`config.mk`:
```
export PLATFORM = sky130hd
export DESIGN_NAME = id_ex_ctrl_pipe
export DESIGN_NICKNAME = d
export VERILOG_FILES = /design/src/rtl/id_ex_ctrl_pipe.sv
export SDC_FILE = /design/constraint.sdc
export NUM_CORES = 1
export LEC_CHECK = 0
export ABC_AREA = 1
export CORE_ASPECT_RATIO = 0.7
export CORE_MARGIN = 3
export CORE_UTILIZATION = 47
export CTS_BUF_LIST = sky130_fd_sc_hd__clkbuf_16
export CTS_CLUSTER_SIZE = 25
export DETAILED_ROUTE_END_ITERATION = 10
export PLACE_DENSITY = 0.81
export SLEW_MARGIN = 20
export SYNTH_ARGS = -nofsm -noshare
export SYNTH_HDL_FRONTEND = slang
export SYNTH_SLANG_ARGS = --single-unit
```
`constraint.sdc`:
```
create_clock -name clk -period 2.8 [get_ports clk]
set_input_delay 0.56 -clock clk [delete_from_list [all_inputs] [get_ports clk]]
set_output_delay 0.56 -clock clk [all_outputs]
set_load 0.01 [all_outputs]
```
`src/rtl/id_ex_ctrl_pipe.sv`:
```
// ---------------------------------------------------------------------------
// id_ex_ctrl_pipe
//
// Decode/control stage for the 5-stage RV32I core. The opcode of the
// instruction in IF/ID is decoded into a 12-bit control word and registered
// into the ID/EX pipeline register together with rd/rs1/rs2. The block also
// detects load-use hazards and inserts a bubble, squashes ID on a taken
// branch/jump, flags unknown opcodes and keeps saturating stall/flush counters.
//
// Parameters
//   CNT_W      width of stall_cnt / flush_cnt
//   HAZARD_EN  1: load-use detection active; 0: stall tied low
//   CTRL_W     control word width, only 12 is supported
//
// Ports
//   clk           rising-edge clock
//   rst           synchronous active-high reset
//   id_instr      instruction in IF/ID
//   id_valid      id_instr is a real instruction
//   ex_flush      taken branch/jump resolved in EX, squash ID
//   stall         combinational, hold PC and IF/ID this cycle
//   ex_valid      ID/EX holds a real instruction
//   ex_ctrl       registered control word
//   ex_rd/rs1/rs2 registered register specifiers
//   ex_illegal    registered, instruction in EX has an unknown opcode
//   illegal_seen  sticky unknown-opcode flag, cleared only by rst
//   stall_cnt     saturating count of stall cycles
//   flush_cnt     saturating count of flush cycles
//
// Control word bits:
//   [0] ALUSrc [1] MemtoReg [2] RegWrite [3] MemRead [4] MemWrite
//   [5] Branch [7:6] ALUOp [8] Jump [9] Link [10] UpperImm [11] PCrelA
// ---------------------------------------------------------------------------
module id_ex_ctrl_pipe #(
  parameter int CNT_W     = 16,
  parameter bit HAZARD_EN = 1'b1,
  parameter int CTRL_W    = 12
) (
  input  logic              clk,
  input  logic              rst,
  input  logic [31:0]       id_instr,
  input  logic              id_valid,
  input  logic              ex_flush,
  output logic              stall,
  output logic              ex_valid,
  output logic [CTRL_W-1:0] ex_ctrl,
  output logic [4:0]        ex_rd,
  output logic [4:0]        ex_rs1,
  output logic [4:0]        ex_rs2,
  output logic              ex_illegal,
  output logic              illegal_seen,
  output logic [CNT_W-1:0]  stall_cnt,
  output logic [CNT_W-1:0]  flush_cnt
);

  localparam logic [6:0] OP_R      = 7'b0110011;
  localparam logic [6:0] OP_I      = 7'b0010011;
  localparam logic [6:0] OP_LOAD   = 7'b0000011;
  localparam logic [6:0] OP_STORE  = 7'b0100011;
  localparam logic [6:0] OP_BRANCH = 7'b1100011;
  localparam logic [6:0] OP_JAL    = 7'b1101111;
  localparam logic [6:0] OP_JALR   = 7'b1100111;
  localparam logic [6:0] OP_LUI    = 7'b0110111;
  localparam logic [6:0] OP_AUIPC  = 7'b0010111;

  // ID-stage field extraction
  logic [6:0] id_opcode;
  logic [4:0] id_rd;
  logic [4:0] id_rs1;
  logic [4:0] id_rs2;

  assign id_opcode = id_instr[6:0];
  assign id_rd     = id_instr[11:7];
  assign id_rs1    = id_instr[19:15];
  assign id_rs2    = id_instr[24:20];

  // funct3/funct7 do not affect the control word at this stage
  logic unused_funct;
  assign unused_funct = ^{id_instr[31:25], id_instr[14:12]};

  // Decode
  logic [CTRL_W-1:0] dec_ctrl;
  logic              dec_illegal;
  logic              use_rs1;
  logic              use_rs2;

  always_comb begin
    dec_ctrl    = '0;
    dec_illegal = 1'b0;
    use_rs1     = 1'b0;
    use_rs2     = 1'b0;
    case (id_opcode)
      OP_R: begin
        dec_ctrl = CTRL_W'(12'h084);
        use_rs1  = 1'b1;
        use_rs2  = 1'b1;
      end
      OP_I: begin
        dec_ctrl = CTRL_W'(12'h085);
        use_rs1  = 1'b1;
      end
      OP_LOAD: begin
        dec_ctrl = CTRL_W'(12'h00F);
        use_rs1  = 1'b1;
      end
      OP_STORE: begin
        dec_ctrl = CTRL_W'(12'h011);
        use_rs1  = 1'b1;
        use_rs2  = 1'b1;
      end
      OP_BRANCH: begin
        dec_ctrl = CTRL_W'(12'h060);
        use_rs1  = 1'b1;
        use_rs2  = 1'b1;
      end
      OP_JAL: begin
        dec_ctrl = CTRL_W'(12'hB04);
      end
      OP_JALR: begin
        dec_ctrl = CTRL_W'(12'h305);
        use_rs1  = 1'b1;
      end
      OP_LUI: begin
        dec_ctrl = CTRL_W'(12'h405);
      end
      OP_AUIPC: begin
        dec_ctrl = CTRL_W'(12'hC05);
      end
      default: begin
        dec_illegal = 1'b1;
      end
    endcase
  end

  // Load-use hazard: the load in EX writes a register the ID instruction
  // actually reads. x0 is never a real dependency.
  logic ex_valid_reg;
  logic [CTRL_W-1:0] ex_ctrl_reg;
  logic [4:0] ex_rd_reg;
  logic [4:0] ex_rs1_reg;
  logic [4:0] ex_rs2_reg;
  logic ex_illegal_reg;
  logic illegal_seen_reg;
  logic load_use;

  generate
    if (HAZARD_EN) begin : g_hazard
      assign load_use = id_valid & ex_valid_reg & ex_ctrl_reg[3] &
                        (ex_rd_reg != 5'd0) &
                        ((use_rs1 & (id_rs1 == ex_rd_reg)) |
                         (use_rs2 & (id_rs2 == ex_rd_reg)));
    end else begin : g_no_hazard
      assign load_use = 1'b0;
    end
  endgenerate

  // A flush already discards the ID instruction, so stalling for it would
  // only waste a cycle. Reset forces stall low regardless of stale state.
  assign stall = load_use & ~ex_flush & ~rst;

  // ID/EX pipeline register. A bubble clears ctrl, so the MemRead bit that
  // caused a stall is gone the next cycle and the stall lasts one cycle.
  always_ff @(posedge clk) begin
    if (rst) begin
      ex_valid_reg     <= 1'b0;
      ex_ctrl_reg      <= '0;
      ex_rd_reg        <= 5'd0;
      ex_rs1_reg       <= 5'd0;
      ex_rs2_reg       <= 5'd0;
      ex_illegal_reg   <= 1'b0;
      illegal_seen_reg <= 1'b0;
    end else if (ex_flush || stall) begin
      ex_valid_reg   <= 1'b0;
      ex_ctrl_reg    <= '0;
      ex_illegal_reg <= 1'b0;
    end else begin
      ex_valid_reg <= id_valid;
      if (id_valid) begin
        ex_ctrl_reg    <= dec_ctrl;
        ex_rd_reg      <= id_rd;
        ex_rs1_reg     <= id_rs1;
        ex_rs2_reg     <= id_rs2;
        ex_illegal_reg <= dec_illegal;
        if (dec_illegal) begin
          illegal_seen_reg <= 1'b1;
        end
      end else begin
        ex_ctrl_reg    <= '0;
        ex_illegal_reg <= 1'b0;
      end
    end
  end

  // Saturating performance counters: index 0 counts stalls, 1 counts flushes.
  logic [1:0]       cnt_inc;
  logic [CNT_W-1:0] cnt_reg [2];

  assign cnt_inc[0] = stall;
  assign cnt_inc[1] = ex_flush;

  generate
    for (genvar gi = 0; gi < 2; gi++) begin : g_cnt
      always_ff @(posedge clk) begin
        if (rst) begin
          cnt_reg[gi] <= '0;
        end else if (cnt_inc[gi] && (cnt_reg[gi] != {CNT_W{1'b1}})) begin
          cnt_reg[gi] <= cnt_reg[gi] + CNT_W'(1);
        end
      end
    end
  endgenerate

  assign ex_valid     = ex_valid_reg;
  assign ex_ctrl      = ex_ctrl_reg;
  assign ex_rd        = ex_rd_reg;
  assign ex_rs1       = ex_rs1_reg;
  assign ex_rs2       = ex_rs2_reg;
  assign ex_illegal   = ex_illegal_reg;
  assign illegal_seen = illegal_seen_reg;
  assign stall_cnt    = cnt_reg[0];
  assign flush_cnt    = cnt_reg[1];

endmodule

```
==> results.sh <==
export IMPL_run_status="finished, final reports clean"
export IMPL_startpoint_type="input port"
export IMPL_hold_viol=0
export IMPL_period_needed_ps=2640
export IMPL_cts_htree_levels=3
export IMPL_crit_fanout=5
export IMPL_p_per_area_nw_per_um2=532
export IMPL_syn_nets=439
export IMPL_post_route_util=0.716
export IMPL_grt_pass1_vias=2624
export IMPL_layout_common_cells="clkdlybuf4s50_1 (87), nor2_1 (77), nand2_1 (76), inv_1 (47), nand3_1 (35)"
export IMPL_whs_ps=458
export IMPL_relSlewSlack=0.564
export IMPL_netlist_area_um2=3180
export IMPL_cp_top_family="buffers and inverters"
export IMPL_clk_pin_slew_ps=50
export IMPL_rsz0062_at_grt="no"
export IMPL_cts_buffers=9
export IMPL_grt_max_degree=34
export IMPL_yosysWarnings=0
export IMPL_drt_total_wl_um=7630
export IMPL_grt_pass1_wl_um=12100
export IMPL_critical_path_class="in -> out"
export IMPL_setup_slack_ps=162
export IMPL_synth_edf_count=32
export IMPL_numPortBuffers=88
export IMPL_clk_latency_ps=320
export IMPL_synthCells=401
export IMPL_globalplace_congestion=0.828
export IMPL_dr_total_vias=2931
export IMPL_core_area_um2=6400
export IMPL_antenna_cells=0
export IMPL_slowest_delay_ps=470
export IMPL_yosys_register_bits=59
export IMPL_dr_wl_met2_um=3650
export IMPL_fp_row_count=24
export IMPL_cp_num_buf_inv=4
export IMPL_firstDrtPassIters=5
export IMPL_async_flop_share=0
export IMPL_die_area_um2=7800
export IMPL_max_cap_violations=0
export IMPL_synth_avg_cell_area_um2=7.92
export IMPL_antenna_found_initial=0
export IMPL_drt_met1_wl_um=3300
export IMPL_irDropWorstVdd_v=0.000350
export IMPL_nNetsFinal=547
export IMPL_cp_end_kind="primary output"
export IMPL_tritoncts="built"
export IMPL_total_leakage_power_uw=0.00191
export IMPL_required_ps=2240
export IMPL_power_uw=2430
export IMPL_fillers=523
export IMPL_wl_per_cell_um=12.6
export IMPL_fin_crit_sh=0.942
export IMPL_ant_nets=0
export IMPL_final_common_cell="clkdlybuf4s50_1"
export IMPL_post_route_drc_count=0
export IMPL_worstPathArrival_ps=2080
export IMPL_ios=99
export IMPL_drv_slew=0
export IMPL_grt_overflow_total=0
export IMPL_die_h_um=74.8
export IMPL_skew_ps=7.24
export IMPL_startpoint="id_instr[1]"
export IMPL_ys_seq_area_frac=0.473
export IMPL_grt_total_usage=0.196
export IMPL_synthFlopType="edfxtp_1"
export IMPL_initial_core_util=0.497
export IMPL_dp_slack_ps=-169
export IMPL_hold_start="illegal_seen$_SDFFE_PP0P_"
export IMPL_path_cells="clkdlybuf4s50_1 > nand2_2 > inv_2 > nand2_1 > a21oi_2 > nand3_1 > nand2_2 > nand2_4 > inv_1 > dlygate4sd2_1"
export IMPL_ys_types=32
export IMPL_syn_to_final_growth_pct=44.1
export IMPL_fmax_ghz=0.379
export IMPL_r2r_start="cnt_reg[1][0]$_SDFFCE_PN0P_"
export IMPL_drive_gt1_frac=0.111
export IMPL_drtIter0Drc=107
export IMPL_tightest_slew_ps=653
export IMPL_setup_violations_final=0
export IMPL_drt_vias_per_instance=4.84
export IMPL_setup_tns_ps=0
export IMPL_die_w_um=104
export IMPL_cp_common_cell="nand2_2"
export IMPL_highest_layer="met4"
export IMPL_wl_met3_um=617
export IMPL_largest_reg_flops=32
export IMPL_root_buffer="clkbuf_16"
export IMPL_hpwl_um=5440
export IMPL_crit_slowest_cell="clkdlybuf4s50_1"
export IMPL_cts_sinks=59
export IMPL_clock_path_buffers=2
export IMPL_holdCritPathClass="reg -> reg"
==> stage by stage <==
| stage | cell area (µm²) | instances |
|---|---|---|
| after global placement | 4250 | 588 |
| final | 4580 | 605 |
| after floorplan | 3180 | 401 |
| after global routing | 4580 | 605 |
| after detailed placement | 4250 | 588 |
| after CTS | 4580 | 605 |
==> logic make-up (layout without fill, tap and decap cells) <==
family,Yosys count,after routing,synth area share
compound gates,29,29,0.0477
xor+xnor,22,22,0.0607
fa+ha+maj,2,2,0.00788
buf+inv,63,176,0.0866
flops,59,59,0.473
simple gates,226,226,0.325
==> area by class of cell <==
class                   count  area (µm²)  share of cell area
flip-flops and latches     59        1500               0.328
multi-input cells         279        1410               0.308
repair buffers            110        1060               0.231
clock buffers               9         225              0.0492
inverters                  50         188              0.0410
well taps                  91         114              0.0249
clock inverters             7        82.6              0.0180
==> path summary, 6_finish.rpt <==
kind                                  to  slack [ps]  cells past startpoint
max                                stall         160                     10
min            illegal_seen$_SDFFE_PP0P_         460                      2
max reg2reg  cnt_reg[1][6]$_SDFFCE_PN0P_         500                      8
min reg2reg    illegal_seen$_SDFFE_PP0P_         460                      2
==> where the power goes <==
group	leakage (µW)	total (µW)	internal, µW	switching (µW)
Sequential	0.000563	996	955	41.3
Clock	0.000146	1140	765	376
Combinational	0.00120	296	156	140
==> per-layer routing <==
| layer | track usage | up-vias |
|---|---|---|
| met5 | 0 | - |
| met4 | 0.0619 | 0 |
| met3 | 0.0780 | 6 |
| met2 | 0.325 | 97 |
| met1 | 0.239 | 1325 |
| li1 | - | 1503 |
==> worst reg2reg max path: cells and delay by family, from the launching register on <==
kind	cells	cell delay, ps
flops	1	390
fa+ha+maj	1	230
simple gates	7	1280
==> synth_stat cells (5+ instances only) <==
| cell type | count | area, µm² |
|---|---|---|
| nand2_1 | 78 | 293 |
| nor2_1 | 77 | 289 |
| inv_1 | 47 | 176 |
| nand3_1 | 35 | 175 |
| edfxtp_1 | 32 | 961 |
| dfxtp_1 | 27 | 541 |
| a21oi_1 | 24 | 120 |
| xor2_1 | 18 | 158 |
| nor3_1 | 11 | 55.1 |
| nand4_1 | 6 | 37.5 |
| clkbuf_1 | 5 | 18.8 |
==> timing repair <==
action	CTS	global route
endpoints found under the hold margin	0	0
setup endpoints to repair	1	0
hold buffers	0	0
setup buffers	1	0
resized for setup	4	0
(Power assumes the default switching activity.)
